### src/rtl/mux2_stream_arbiter.sv
// mux2_stream_arbiter
// Two-channel buffered round-robin arbiter feeding an external 2:1 mux.
// Each channel has a small FIFO. The arbiter registers the granted word onto
// that channel's mux leg and drives the mux select. A valid/ready handshake
// qualifies the combinational mux output toward the consumer.
// Optional feature: define MUX2_ARB_STATS_EN to add saturating 16-bit grant
// counters per channel (grant_cnt_a_o / grant_cnt_b_o).

module mux2_stream_arbiter_fifo #(
    parameter int DATA_W = 8,
    parameter int DEPTH  = 2
) (
    input  logic              clk_i,
    input  logic              rst_i,
    input  logic              push_i,
    input  logic [DATA_W-1:0] data_i,
    input  logic              pop_i,
    output logic [DATA_W-1:0] data_o,
    output logic              full_o,
    output logic              empty_o
);
    // Pointers carry one extra wrap bit so full and empty can be told apart.
    localparam int AW = $clog2(DEPTH);

    logic [DATA_W-1:0] mem_q [DEPTH];
    logic [AW:0]       wptr_q, wptr_d;
    logic [AW:0]       rptr_q, rptr_d;

    assign data_o  = mem_q[rptr_q[AW-1:0]];
    assign empty_o = (wptr_q == rptr_q);
    assign full_o  = (wptr_q[AW] != rptr_q[AW]) &&
                     (wptr_q[AW-1:0] == rptr_q[AW-1:0]);

    // Advance each pointer by one on push/pop; wrap is the natural overflow.
    always_comb begin
        wptr_d = wptr_q;
        rptr_d = rptr_q;
        if (push_i) wptr_d = wptr_q + {{AW{1'b0}}, 1'b1};
        if (pop_i)  rptr_d = rptr_q + {{AW{1'b0}}, 1'b1};
    end

    // Pointer registers; reset empties the FIFO.
    always_ff @(posedge clk_i) begin
        if (rst_i) begin
            wptr_q <= '0;
            rptr_q <= '0;
        end else begin
            wptr_q <= wptr_d;
            rptr_q <= rptr_d;
        end
    end

    // Storage is never read while empty, so it needs no reset.
    always_ff @(posedge clk_i) begin
        if (push_i) mem_q[wptr_q[AW-1:0]] <= data_i;
    end
endmodule

module mux2_stream_arbiter #(
    parameter int DATA_W     = 8,
    parameter int FIFO_DEPTH = 2
) (
    input  logic              clk_i,
    input  logic              rst_i,
    input  logic [DATA_W-1:0] a_data_i,
    input  logic              a_valid_i,
    output logic              a_ready_o,
    input  logic [DATA_W-1:0] b_data_i,
    input  logic              b_valid_i,
    output logic              b_ready_o,
    output logic [DATA_W-1:0] a_o,
    output logic [DATA_W-1:0] b_o,
    output logic              sel_o,
    output logic              out_valid_o,
    input  logic              out_ready_i
`ifdef MUX2_ARB_STATS_EN
   ,output logic [15:0]       grant_cnt_a_o
   ,output logic [15:0]       grant_cnt_b_o
`endif
);
    typedef enum logic {CH_A = 1'b0, CH_B = 1'b1} channel_e;

    logic              full_a, empty_a, full_b, empty_b;
    logic [DATA_W-1:0] head_a, head_b;
    logic              push_a, push_b, pop_a, pop_b;
    logic              load, grant_b;

    logic [DATA_W-1:0] a_q, a_d, b_q, b_d;
    logic              sel_q, sel_d;
    logic              out_valid_q, out_valid_d;
    channel_e          last_grant_q, last_grant_d;

    // A full FIFO refuses pushes even when it pops that cycle; reset blocks all.
    assign a_ready_o = !full_a && !rst_i;
    assign b_ready_o = !full_b && !rst_i;
    assign push_a    = a_valid_i && a_ready_o;
    assign push_b    = b_valid_i && b_ready_o;

    mux2_stream_arbiter_fifo #(.DATA_W(DATA_W), .DEPTH(FIFO_DEPTH)) u_fifo_a (
        .clk_i   (clk_i),
        .rst_i   (rst_i),
        .push_i  (push_a),
        .data_i  (a_data_i),
        .pop_i   (pop_a),
        .data_o  (head_a),
        .full_o  (full_a),
        .empty_o (empty_a)
    );

    mux2_stream_arbiter_fifo #(.DATA_W(DATA_W), .DEPTH(FIFO_DEPTH)) u_fifo_b (
        .clk_i   (clk_i),
        .rst_i   (rst_i),
        .push_i  (push_b),
        .data_i  (b_data_i),
        .pop_i   (pop_b),
        .data_o  (head_b),
        .full_o  (full_b),
        .empty_o (empty_b)
    );

    // Load whenever the output slot is free or being consumed and a word waits;
    // on contention the channel that did not win last time is granted.
    always_comb begin
        load    = (!out_valid_q || out_ready_i) && (!empty_a || !empty_b);
        grant_b = !empty_b && (empty_a || (last_grant_q == CH_A));
        pop_a   = load && !grant_b;
        pop_b   = load && grant_b;
    end

    // Next-state for the presented legs, select, valid flag and grant history.
    always_comb begin
        a_d          = a_q;
        b_d          = b_q;
        sel_d        = sel_q;
        out_valid_d  = out_valid_q;
        last_grant_d = last_grant_q;
        if (load) begin
            out_valid_d = 1'b1;
            if (grant_b) begin
                b_d          = head_b;
                sel_d        = 1'b1;
                last_grant_d = CH_B;
            end else begin
                a_d          = head_a;
                sel_d        = 1'b0;
                last_grant_d = CH_A;
            end
        end else if (out_ready_i) begin
            out_valid_d = 1'b0;
        end
    end

    // Output registers; reset makes A win the first contended grant.
    always_ff @(posedge clk_i) begin
        if (rst_i) begin
            a_q          <= '0;
            b_q          <= '0;
            sel_q        <= 1'b0;
            out_valid_q  <= 1'b0;
            last_grant_q <= CH_B;
        end else begin
            a_q          <= a_d;
            b_q          <= b_d;
            sel_q        <= sel_d;
            out_valid_q  <= out_valid_d;
            last_grant_q <= last_grant_d;
        end
    end

    assign a_o         = a_q;
    assign b_o         = b_q;
    assign sel_o       = sel_q;
    assign out_valid_o = out_valid_q;

`ifdef MUX2_ARB_STATS_EN
    logic [15:0] cnt_a_q, cnt_a_d, cnt_b_q, cnt_b_d;

    // Count grants per channel, sticking at all-ones instead of wrapping.
    always_comb begin
        cnt_a_d = cnt_a_q;
        cnt_b_d = cnt_b_q;
        if (pop_a && (cnt_a_q != 16'hFFFF)) cnt_a_d = cnt_a_q + 16'd1;
        if (pop_b && (cnt_b_q != 16'hFFFF)) cnt_b_d = cnt_b_q + 16'd1;
    end

    // Grant counter registers.
    always_ff @(posedge clk_i) begin
        if (rst_i) begin
            cnt_a_q <= '0;
            cnt_b_q <= '0;
        end else begin
            cnt_a_q <= cnt_a_d;
            cnt_b_q <= cnt_b_d;
        end
    end

    assign grant_cnt_a_o = cnt_a_q;
    assign grant_cnt_b_o = cnt_b_q;
`endif
endmodule

### config.mk
export PLATFORM = sky130hd
export DESIGN_NAME = mux2_stream_arbiter
export DESIGN_NICKNAME = d
export VERILOG_FILES = /design/src/rtl/mux2_stream_arbiter.sv
export SDC_FILE = /design/constraint.sdc
export NUM_CORES = 1
export LEC_CHECK = 0
export ABC_CLOCK_PERIOD_IN_PS = 4650
export CAP_MARGIN = 15
export CORE_MARGIN = 5
export CORE_UTILIZATION = 35
export DETAILED_ROUTE_END_ITERATION = 16
export RECOVER_POWER = 100
export SYNTH_ARGS = -nofsm -noshare
export SYNTH_HDL_FRONTEND = slang
export SYNTH_SLANG_ARGS = --single-unit
export TNS_END_PERCENT = 1
### constraint.sdc
create_clock -name clk_i -period 4.65 [get_ports clk_i]
set_input_delay 0.93 -clock clk_i [delete_from_list [all_inputs] [get_ports clk_i]]
set_output_delay 0.93 -clock clk_i [all_outputs]
set_load 0.01 [all_outputs]
==> run_results.csv, run 1 <==
group,metric,value,unit
run_status,run_status,"finished, violations left",
run_status,violations_in_the_final_reports,"max-capacitance violations, max-slew violations",
logic_synthesis,ys_seq_elements,59,
floorplanning,std_cell_rows,29,
logic_synthesis,synth-seq-area-share,63.9,%
logic_synthesis,synth.cell_area,0.00235,mm2
pwr,power_density,599,mW/mm2
sta,slew_at_the_pin_closest_to_its_max_slew_limit,2190,ps
routing,drc,0,
cts,cts.reportedPaths.clkPinSlew,60,ps
logic_synthesis,post_synth_fa_ha_maj_area_fraction,0,%
sta,maxClockFrequency,275,MHz
logic_synthesis,synthXorXnorAreaFrac,4.74,%
setup_path,critPathTopFamily,"compound AO/OA/AOI/OAI gates",
floorplanning,die_w,92.0,um
cts,clock_tree.root_cell,"clkbuf_8",
min_path,hp-class,"register to register",
logic_synthesis,syn-mean-instance-area,13.6,um2
routing,antenna_left,0,
routing,post_drt_via_cell_ratio,4.96,
logic_synthesis,synth_top_family_by_area,"compound AO/OA/AOI/OAI gates",
setup_path,worst-path-max-fanout,17,
place,dp_hpwl,3010,um
setup_path,critical_path.n_buffers_inverters,1,
cts,cts-htree-levels,3,
routing,drt_wl_total,4460,um
cts,cts_tree,"yes",
cts,clock_sink_count,59,
sta,timing.slew.headroom,-46.7,%
setup_path,path_cells,"dlygate4sd3_1 > a2111oi_1",
cts,cts-root-to-sink-buffers,2,
logic_synthesis,synth-warning-count,0,
grt,grt_pass1_wl,7490,um
routing,routedWlPerCell,14.9,um
floorplanning,core_region_area,0.00646,mm2
sta,finalCriticalPeriod,3630,ps
floorplanning,chipHeight,92.0,um
flow_run,max_cap_violations,1,
layout,post_route_cells_drive_above_1_share,11.3,%
sta,worst_clock_skew,6.97,ps
setup_path,crit_end_category,"register",
cts,postCtsResizedCells,0,
layout,area_used_by_multi_input_combinational_logic,742,um2
floorplanning,io_pins,41,
sta,final_cycle_utilization_of_the_critical_path,78.1,%
setup_path,worst_ep_required_time,4560,ps
logic_synthesis,yosys.area_share.simple,3.78,%
pwr,power.ir.vdd_worst,0.000211,V
logic_synthesis,synthesis.instances,173,
setup_path,slowest_stage,"a2111oi_1",
layout,syn2layout_area_growth,26.1,%
logic_synthesis,synth.lib_cells_used.distinct,30,
layout,final_nets,238,
place,globalplace.congestion,0.700,
sta,drv_slew,10,
layout,area.sequential,0.00150,mm2
routing,vias,1484,
logic_synthesis,synth.net_count,194,
pwr,power.leakage,1.05,nW
sta,total_negative_slack_for_setup_checks,0,ps
setup_path,critPathLaunchType,"input pin",
place,io_buffer_count,40,
setup_path,slowest_delay,1830,ps
logic_synthesis,synthMuxAreaShare,7.66,%
logic_synthesis,area_fraction_in_compound_gates_after_synthesis,17.0,%
floorplanning,initial_utilization,36.4,%
setup_path,critPathArrivalTime,3540,ps
routing,detail_route.first_pass.iterations,4,
grt,number_of_global_route_vias_before_repair,1546,
grt,grt_start_max_net_pins,18,
grt,grt_antenna_before_repair,0,
sta,unrepaired_setup_endpoints_after_global_routing,"no",
cts,cts-hold-fix-buffers,0,
layout,insertedDiodeCount,0,
sta,timing_hold_violations_final,0,
cts,post_cts_buffers,0,
sta,setup_viol,0,
layout,fillers,603,
cts,tritoncts.num_buffers,9,
sta,hold_ws,509,ps
cts,clk_latency,330,ps
layout,final_common_cell,"dlygate4sd3_1",
routing,initialDrtViolationCount,72,
grt,overflow,0,
setup_path,worstSetupPathType,"input pin to register",
floorplanning,full_die_area,0.00846,mm2
grt,track_usage,11.4,%
layout,highest_count_cells_in_the_layout_ignoring_fill_and_taps,"37 x dlygate4sd3_1, 32 x edfxtp_1, 27 x dfxtp_1",
registers in the layout, indices dropped and copies added, names as in the netlist:
name / count
out_valid_o: 1
last_grant_q: 1
u_fifo_a.rptr_q: 2
u_fifo_b.mem_q: 16
u_fifo_b.rptr_q: 2
u_fifo_a.mem_q: 16
sel_o: 1
u_fifo_a.wptr_q: 2
u_fifo_b.wptr_q: 2
a_o: 8
b_o: 8
metrics by stage:
step	total power, mW	utilization, %	setup slack (ps)	cells	area, um2
floorplan	1.17	-	2530	173	2350
global placement	1.38	43.6	1150	283	2820
detailed placement	1.39	43.6	1120	283	2820
CTS	1.84	46.6	1090	299	3010
global route	1.89	45.9	598	299	2960
finish	1.78	45.9	1020	299	2960
power by group:
part           internal, mW  leakage, nW  switching, mW
registers             0.657        0.516         0.0987
clock network         0.259       0.0991          0.195
logic                 0.267        0.436          0.300
layout make-up:
cell class / count / share of cell area, %
Sequential cell: 59 / 50.7
Tap cell: 77 / 3.25
Clock buffer: 11 / 4.77
Timing Repair Buffer: 42 / 13.8
Multi-Input combinational cell: 99 / 25.0
Inverter: 6 / 0.760
Clock inverter: 5 / 1.77
path summary, 6_finish.rpt:
| check | startpoint | end | slack [ps] | cells past startpoint |
|---|---|---|---|---|
| max | rst_i | u_fifo_a.mem_q[1][6]$_DFFE_PP_ | 1020 | 2 |
| min | sel_o$_SDFFE_PP0P_ | sel_o$_SDFFE_PP0P_ | 510 | 2 |
| max reg2reg | u_fifo_a.rptr_q[0]$_SDFFE_PP0P_ | u_fifo_a.mem_q[1][6]$_DFFE_PP_ | 1820 | 1 |
| min reg2reg | sel_o$_SDFFE_PP0P_ | sel_o$_SDFFE_PP0P_ | 510 | 2 |
synth_stat cells (all sizes together):
cell     instances  share of area, %
a21oi           21               4.5
nor2            10               1.8
xor2             4               3.2
a211oi          16               5.1
or3              2              0.53
o21ba            1              0.43
xnor2            4               1.5
nand2            2              0.32
nand2b           2              0.53
o21a             3              0.96
a22oi            1              0.32
or2b             1              0.32
nor4             1              0.27
o21bai           1              0.48
a311oi           2              0.75
inv              6              0.96
clkbuf           4              0.64
dfxtp           27                23
edfxtp          32                41
a31o             2              0.75
a2111oi          2               1.8
mux2i           18               7.7
buf              5               1.4
a211o            1              0.37
o21ai            5               1.5
cell families (layout without fill, tap and decap cells):
logic type | after synthesis | count (layout)
and+or+nand+nor | 18 | 18
muxes | 18 | 18
AOI/OAI and AO/OA | 55 | 55
DFF | 59 | 59
xor gates and xnor gates | 8 | 8
buffers and inverters | 15 | 64
per-layer routing:
metal | up-vias | global-route usage [%] | routed length, um
li1 | 743 | - | -
met1 | 700 | 14.5 | 2000
met2 | 31 | 16.8 | 2150
met3 | 10 | 4.17 | 192
met4 | 0 | 6.56 | 112
met5 | - | 0 | 0
Power figures use the tool's default switching activity.
==> inputs of run 2 (changes only) <==
Settings changed: ABC_CLOCK_PERIOD_IN_PS 4650 to 3170.
Clock period 4.65 ns to 3.17 ns, I/O delays scaled along.
==> run 2 against run 1 <==
The run now ends clean. Final cell count increased by 1.7%. Sequential power up 39%. Non-clock buffer count up 5. Worst hold slack gained 6.5 ps. Critical path type unchanged. Critical endpoint is now u_fifo_a.wptr_q[1]$_SDFFE_PP0P_. Largest cell class unchanged.
==> run_results.csv, run 2 (synthesized netlist as in run 1, its figures left out) <==
group,metric,value,unit
sta,unrepaired_setup_endpoints_after_global_routing,"no",
flow_run,max_cap_violations,0,
place,globalplace.congestion,0.703,
sta,worst_clock_skew,4.84,ps
setup_path,crit_end_category,"register",
floorplanning,std_cell_rows,29,
setup_path,critPathTopFamily,"compound AO/OA/AOI/OAI gates",
floorplanning,io_pins,41,
pwr,power.leakage,1.05,nW
cts,postCtsResizedCells,0,
routing,initialDrtViolationCount,64,
setup_path,slowest_stage,"a2111oi_2",
routing,vias,1483,
grt,grt_pass1_wl,7420,um
routing,routedWlPerCell,14.8,um
routing,drt_wl_total,4500,um
sta,total_negative_slack_for_setup_checks,0,ps
setup_path,critPathLaunchType,"input pin",
sta,timing_hold_violations_final,0,
setup_path,critical_path.n_buffers_inverters,2,
setup_path,critPathArrivalTime,2880,ps
layout,fillers,633,
cts,clk_latency,330,ps
sta,maxClockFrequency,372,MHz
sta,final_cycle_utilization_of_the_critical_path,84.8,%
floorplanning,full_die_area,0.00846,mm2
layout,post_layout_nonfiller_instances,304,
floorplanning,chipHeight,92.0,um
routing,drc,0,
floorplanning,initial_utilization,36.4,%
grt,grt_start_max_net_pins,18,
sta,worst_slack,483,ps
cts,cts-root-to-sink-buffers,2,
place,post_dp_cell_area,0.00285,mm2
setup_path,slowest_delay,1080,ps
min_path,hp-class,"register to register",
cts,cts.reportedPaths.clkPinSlew,60,ps
sta,drv_slew,0,
layout,post_route_cells_drive_above_1_share,11.0,%
grt,track_usage,11.6,%
setup_path,worstSetupPathType,"input pin to register",
sta,setup_viol,0,
layout,final_common_cell,"dlygate4sd3_1",
routing,post_drt_via_cell_ratio,4.88,
routing,detail_route.first_pass.iterations,4,
setup_path,worst-path-max-fanout,14,
floorplanning,die_w,92.0,um
sta,finalCriticalPeriod,2690,ps
place,placed_cells_incl_taps,288,
layout,insertedDiodeCount,0,
cts,tritoncts.num_buffers,9,
setup_path,path_cells,"dlygate4sd3_1 > clkbuf_1 > a2111oi_2 > xnor2_1 > nor2_1",
cts,clock_sink_count,59,
setup_path,worst_ep_required_time,3360,ps
layout,highest_count_cells_in_the_layout_ignoring_fill_and_taps,"37 x dlygate4sd3_1, 32 x edfxtp_1, 27 x dfxtp_1",
sta,slew_at_the_pin_closest_to_its_max_slew_limit,1200,ps
pwr,power.ir.vdd_worst,0.000352,V
sta,timing.slew.headroom,19.7,%
grt,number_of_global_route_vias_before_repair,1498,
place,io_buffer_count,40,
place,dp_hpwl,3130,um
grt,overflow,0,
cts,post_cts_buffers,0,
cts,clock_tree.root_cell,"clkbuf_8",
cts,cts-htree-levels,3,
pwr,power_density,859,mW/mm2
cts,cts_tree,"yes",
floorplanning,core_region_area,0.00646,mm2
place,place_worst_setup_slack,666,ps
sta,hold_ws,515,ps
routing,antenna_left,0,
layout,final_cell_area,0.00297,mm2
run_status,run_status,"finished, final reports clean",
cts,cts-hold-fix-buffers,0,
layout,syn2layout_area_growth,26.3,%
layout,final_nets,243,
grt,grt_antenna_before_repair,0,
## run 2: cell count changes in the layout (fill, tap and decap cells not counted)
cell        delta
a2111oi_1      -1
a2111oi_2      +1
buf_4          +1
bufinv_16      -1
clkbuf_1       +5
clkbuf_8       +1
clkinv_1       +1
clkinv_2       -1
clkinvlp_4     -1
## run 2: power by group
group,internal (mW),switching [mW]
Clock,0.321,0.274
Sequential,0.963,0.0877
Combinational,0.402,0.503
Total,1.69,0.865
## run 2: area by class of cell
cell class | instances | area (um2) | share of cell area [%]
Sequential cell | 59 | 1500 | 50.5
Multi-Input combinational cell | 99 | 747 | 25.1
Timing Repair Buffer | 47 | 430 | 14.5
Clock buffer | 13 | 159 | 5.35
Tap cell | 77 | 96.3 | 3.24
Inverter | 6 | 22.5 | 0.758
Clock inverter | 3 | 13.8 | 0.463
## run 2: metal layers
layer | routed length [um] | GRT usage [%] | up-vias | part of all wire, %
met5 | 0 | 0 | - | 0
met4 | 87 | 6.44 | 0 | 1.9
met3 | 201 | 4.58 | 8 | 4.5
met2 | 2210 | 17.4 | 23 | 49
met1 | 2000 | 14.2 | 705 | 44
li1 | - | - | 747 | -
## run 2: worst register-to-register path, delay by kind of cell, from the launching register on
kind            cells  cell delay, ps
xor+xnor            1             410
compound gates      2             470
simple gates        1             440
buf+inv             1             680
flops               1             340
## run 2: worst paths after layout
check,cells past startpoint,endpoint,startpoint,slack (ps)
setup / recovery,5,u_fifo_a.wptr_q[1]$_SDFFE_PP0P_,rst_i,480
hold / removal,2,sel_o$_SDFFE_PP0P_,sel_o$_SDFFE_PP0P_,520
setup reg to reg,5,a_o[5]$_SDFFE_PP0P_,u_fifo_a.rptr_q[0]$_SDFFE_PP0P_,690
hold reg to reg,2,sel_o$_SDFFE_PP0P_,sel_o$_SDFFE_PP0P_,520
## run 2: through the flow
stage | util (%) | total power, mW
floorplan | - | 1.71
global placement | 44.2 | 2.05
detailed placement | 44.2 | 2.06
CTS | 46.8 | 2.66
global route | 46.0 | 2.73
finish | 46.0 | 2.55
